===== src/rtl/tdc_sweep_checker_pkg.sv =====
// Shared constants for the TDC sweep checker: geometry, widths, FSM encoding.
`ifndef NUM_TAPS
`define NUM_TAPS 240
`endif

package tdc_sweep_checker_pkg;

  localparam int unsigned NUM_TAPS = `NUM_TAPS;
  localparam int unsigned BIN_W    = 9;
  localparam int unsigned CNT_W    = 16;
  localparam int unsigned STEPS    = `NUM_TAPS;

  localparam logic [2:0] ST_IDLE    = 3'd0;
  localparam logic [2:0] ST_CLEAR   = 3'd1;
  localparam logic [2:0] ST_COLLECT = 3'd2;
  localparam logic [2:0] ST_SCAN    = 3'd3;
  localparam logic [2:0] ST_DONE    = 3'd4;

  // Increment that sticks at all-ones instead of wrapping.
  function automatic logic [CNT_W-1:0] sat_inc(input logic [CNT_W-1:0] v);
    return (v == '1) ? v : v + CNT_W'(1);
  endfunction

endpackage


===== src/rtl/tdc_hist_ram.sv =====
// Histogram storage: NUM_TAPS x CNT_W, one write port, one synchronous read port.
module tdc_hist_ram
  import tdc_sweep_checker_pkg::*;
(
  input  logic             clk,
  input  logic             we,
  input  logic [BIN_W-1:0] waddr,
  input  logic [CNT_W-1:0] wdata,
  input  logic [BIN_W-1:0] raddr,
  output logic [CNT_W-1:0] rdata
);

  logic [CNT_W-1:0] mem_q [NUM_TAPS];

  // Read-before-write array; addresses past the last bin write nothing and read 0.
  always_ff @(posedge clk) begin
    if (we && (waddr < BIN_W'(NUM_TAPS))) begin
      mem_q[waddr] <= wdata;
    end
    rdata <= (raddr < BIN_W'(NUM_TAPS)) ? mem_q[raddr] : '0;
  end

endmodule


===== config.mk =====
export PLATFORM = sky130hd
export DESIGN_NAME = tdc_hist_ram
export DESIGN_NICKNAME = d
export VERILOG_FILES = /design/src/rtl/tdc_sweep_checker_pkg.sv /design/src/rtl/tdc_hist_ram.sv
export SDC_FILE = /design/constraint.sdc
export NUM_CORES = 2
export LEC_CHECK = 0
export ABC_AREA = 1
export BUFFER_PORTS_ARGS = -buffer_cell sky130_fd_sc_hd__buf_2
export CAP_MARGIN = 20
export CORE_UTILIZATION = 35
export DETAILED_ROUTE_END_ITERATION = 16
export MAX_ROUTING_LAYER = met4
export PLACE_DENSITY = 0.54
export SYNTH_ARGS = -nofsm -noshare
export SYNTH_HDL_FRONTEND = slang
export SYNTH_SLANG_ARGS = --single-unit
export TNS_END_PERCENT = 1

===== constraint.sdc =====
create_clock -name clk -period 2.49 [get_ports clk]
set_clock_uncertainty 0.15 [all_clocks]
set_input_delay 0 -clock clk [delete_from_list [all_inputs] [get_ports clk]]
set_output_delay 0 -clock clk [all_outputs]
set_load 0.02 [all_outputs]

# After elaboration in Yosys (flattened, before gate mapping)
# Memory sizes are Yosys's and may differ from the RTL's. A register that Yosys moved wholly into a read port is not among the register bits.
# Index checks and enable logic that the tools add are counted.
[totals]
mem_count = 1
reg_bits = 0
out_inout_bits = 16
ramBits = 3840
[mem_list]
columns = ["name", "words", "width", "read_ports", "rd_clocked_by_memory_dff", "write_ports", "line_no", "rtl"]
rows = [
  ["mem_q", 240, 16, 1, 1, 1, "tdc_hist_ram.sv:13", "logic [CNT_W-1:0] mem_q [NUM_TAPS];"],
]
[classes]
reduce_logical = 2
magnitude_cmp = 2
muxes = 2
[ops]
columns = ["cell", "n"]
rows = [
  ["$lt A9 B8 Y1 const B", 2],
  ["$mux W1", 2],
  ["$logic_and A1 B1 Y1", 1],
  ["$logic_not A1 Y1", 1],
]

# Depth between registers and ports, before layout
[logic_depth]
ltp_word = 4
depth_mapped = 19
mapped_depth_nobuf = 15

# Least setup slack after synthesis
# No wires, ideal clock.
[synth_timing]
kind = "input port to flip-flop"
startpoint = "in waddr[4]"
endpoint = "mem mem_q[100][0], enable pin"
arrival_ps = 1738
slack_ps = 213
n_path_buf = 2
cell_stages = 7
path_cell_list = "nand2_1 > o21ai_0 > nor2_1 > clkbuf_1 > nand4_1 > clkbuf_1 > nor2_1"
[synth_via]
elab_chain_len = 4
[synth_lines]
columns = ["element", "line_no", "rtl"]
rows = [
  ["from (decl)", "tdc_hist_ram.sv:7", "input logic [BIN_W-1:0] waddr,"],
  ["$lt A9 B8 Y1", "tdc_hist_ram.sv:17", "if (we && (waddr < BIN_W'(NUM_TAPS))) begin"],
  ["$logic_and A1 B1 Y1", "tdc_hist_ram.sv:17", ""],
  ["$mux W1", "tdc_hist_ram.sv:17", ""],
  ["$mux W1 (implied by the code)", "tdc_hist_ram.sv:18", "mem_q[waddr] <= wdata;"],
  ["to (decl)", "tdc_hist_ram.sv:13", ""],
]
# Parallel ways exist; a longest one is shown, timed or not.

# Final worst setup path
[layout_timing]
startpoint = "reg rdata[13] (read register of mem_q)"
endpoint = "out rdata[13]"
[layout_lines]
columns = ["element", "line_no", "rtl"]
rows = [
  ["from (decl)", "tdc_hist_ram.sv:10", "output logic [CNT_W-1:0] rdata"],
]
# No word-level cell between the ends.

==> results.yml <==
synthesis:
  synthXorXnorAreaFrac: 0
  ys_seq_area_frac: 0.727
  syn-cell-area_um2: 159000
  synth_area_leaders: "edfxtp_1, nand2_1, nand3_1"
  synth_top_area_share: 0.725
  synthDistinctLibCells: 24
  synth_most_common_cell: "nand2_1"
  yosys_warnings: 0
  synth_common_cells: "nand2_1, edfxtp_1, nand3_1, inv_1, nor2_1"
  synthArstFlopShare: 0
  synth_largest_area_cell: "edfxtp_1"
  ys_ff_latch: 3856
  synth_top_family_by_area: "simple AND/OR/NAND/NOR gates"
  synth_edf_count: 3840
  synth_flop_cell: "edfxtp_1"
  syn-num-nets: 14100
  synth_compound_area_frac: 0.0104
  synthAdderAreaFrac: 0
  synth_mux_area_frac: 0
  syn_inst: 14100
  synth-simple-area-share: 0.218
  synth.avg_cell_area_um2: 11.3
clock_tree:
  numCtsBuffers: 396
  path_clk_slew_ns: 0.06
  cts_root_buf: "clkbuf_16"
  cts_sinks: 3856
  cts_htree_levels: 5
  cts_setup_buffers: 0
  clk_latency_ns: 1.02
  cts_tree: "done"
  max-clock-path-buffers: 4
worst_hold_path:
  hp-class: "input port to register"
critical_path:
  cp_num_buf_inv: 1
  crit_fanout: 12
  critical_path_class: "register to output port"
  critPathTopFamily: "flip-flops"
  path_cells: "buf_2"
  r2r_slack_ns: 0.13
  crit_path_end_kind: "output port"
  slowest_stage: "dfxtp_1"
  worst_setup_path_start_kind: "register"
  arrival_ns: 2.33
  cp_slowest_stage_delay_ns: 1.01
  cp.required_ns: 2.34
sta:
  hold_viol: 5
  setup_violations: 0
  worst_slew_pin_slew_ns: 1.05
  timing.hold.ws_ns: -0.0156
  drv_slew: 0
  max_freq_mhz: 403
  min_period_ns: 2.48
  min_period_over_period: 0.996
  relSlewSlack: 0.300
  rsz0062_at_grt: "false"
detailed_routing:
  drt-total-wl_um: 503000
  via_per_inst: 5.09
  drtIter0Drc: 11500
  dr.pass1.iters: 7
  vias: 107000
  remaining_drc_errors: 0
  drt.antenna.violating_nets: 0
  wire_per_inst_um: 23.8
floorplan:
  die_h_um: 676
  core_area_um2: 452000
  initial_utilization: 0.352
  ios: 52
  dieArea_um2: 457000
  num_rows: 247
  die_w_um: 676
global_routing:
  grt.overflow.total: 0
  grt_pass1_wl_um: 726000
  grt_max_degree: 80
  antenna_found_initial: 35
  grt_use_total: 0.220
  grt_pass1_vias: 101000
power:
  p_leak_uw: 0.0709
  finalPower_uw: 139000
  vdd_drop_max_uv: 530
  power_density_nw_per_um2: 736
cells_and_area:
  drive_gt1_frac: 0.114
  area_delta_synth_final_pct: 18.8
  nets: 14800
  stdcell_count: 21100
placed_design:
  dp.cells: 20300
  place.gp.congestion: 0.902
  hpwl_um: 312000
  io_buffers: 51
status:
  status: "finished, violations left"
  violations: "hold timing"
flow_run:
  drv_cap: 0
-- per-stage QoR --
stage	instance area (um2)	util	worst slack, ns	hold WS (ns)	TNS (ns)
detailed placement	176000	0.389	-0.804	0.250	-6.70
CTS	189000	0.417	0.0314	0.00464	0
finish	189000	0.418	0.0106	-0.0156	0
global route	189000	0.418	0.0179	0.00270	0
floorplan	159000	-	0.213	-0.0511	0
global placement	176000	0.389	-0.809	0.255	-6.94
-- power by group --
group | internal [uW] | leakage (uW) | switching, uW
clock network | 32200 | 0.00606 | 25300
logic | 3010 | 0.0302 | 7080
registers | 71400 | 0.0346 | 131
total | 107000 | 0.0709 | 32500
-- metal layers --
metal | up-vias | share of wire | wire length [um] | global-route usage
met1 | 53300 | 0.43 | 214000 | 0.295
met3 | 726 | 0.063 | 31800 | 0.0253
met5 | - | 0 | 0 | -
met4 | 0 | 0.033 | 16600 | 0.0703
met2 | 3717 | 0.48 | 240000 | 0.351
li1 | 49700 | - | - | -
-- sequential cells by signal (all words and copies together) (netlist names) --
signal / cells
mem_q: 3840
rdata: 16
-- cell usage in the layout (no fill, tap or decap), drive strengths merged, types with 65 or more instances in the layout --
cell type | synthesis | layout
nand3 | 2712 | 2712
a21oi | 65 | 65
clkbuf | 241 | 502
edfxtp | 3840 | 3840
clkinv | 4 | 174
nor2 | 640 | 640
o21ai | 217 | 217
nand2 | 4966 | 4966
inv | 675 | 688
buf | 628 | 1159
-- final timing paths --
| kind | from | endpoint | cells past startpoint |
|---|---|---|---|
| max | rdata[13] | rdata[13] | 1 |
| max reg2reg | mem_q[63][10] | rdata[10] | 12 |
| min | wdata[9] | mem_q[196][9] | 2 |
| min reg2reg | mem_q[41][6] | rdata[6] | 8 |
-- cell type report --
| cell class | instances | area (um2) |
|---|---|---|
| Antenna cell | 53 | 133 |
| Clock buffer | 502 | 10500 |
| Clock inverter | 209 | 1870 |
| Fill cell | 42200 | 263000 |
| Inverter | 679 | 2580 |
| Multi-Input combinational cell | 8651 | 36400 |
| Sequential cell | 3856 | 116000 |
| Tap cell | 5976 | 7480 |
| Timing Repair Buffer | 1210 | 14400 |
-- worst reg2reg max path: stages, from the launching register on --
cell,delay (ns)
edfxtp_1,0.36
inv_1,0.06
nand2_1,0.04
nand3_1,0.09
nand3_1,0.06
nand3_1,0.12
nand2_1,0.12
nand2_1,0.09
nand2_1,0.08
nor2_1,0.35
nand2_1,0.19
nand3_1,0.35
a21oi_1,0.13
-- repair_timing --
item	CTS	global route
endpoints found under the setup margin	2	148
hold endpoints to repair	6576	0
gates resized for setup	2	7
hold buffers	60	0
-- logic make-up after synthesis --
group / Yosys count
buf+inv: 1548
simple gates: 8330
flops: 3856
compound gates: 321
No activity file was read; power rests on OpenSTA's default activity.
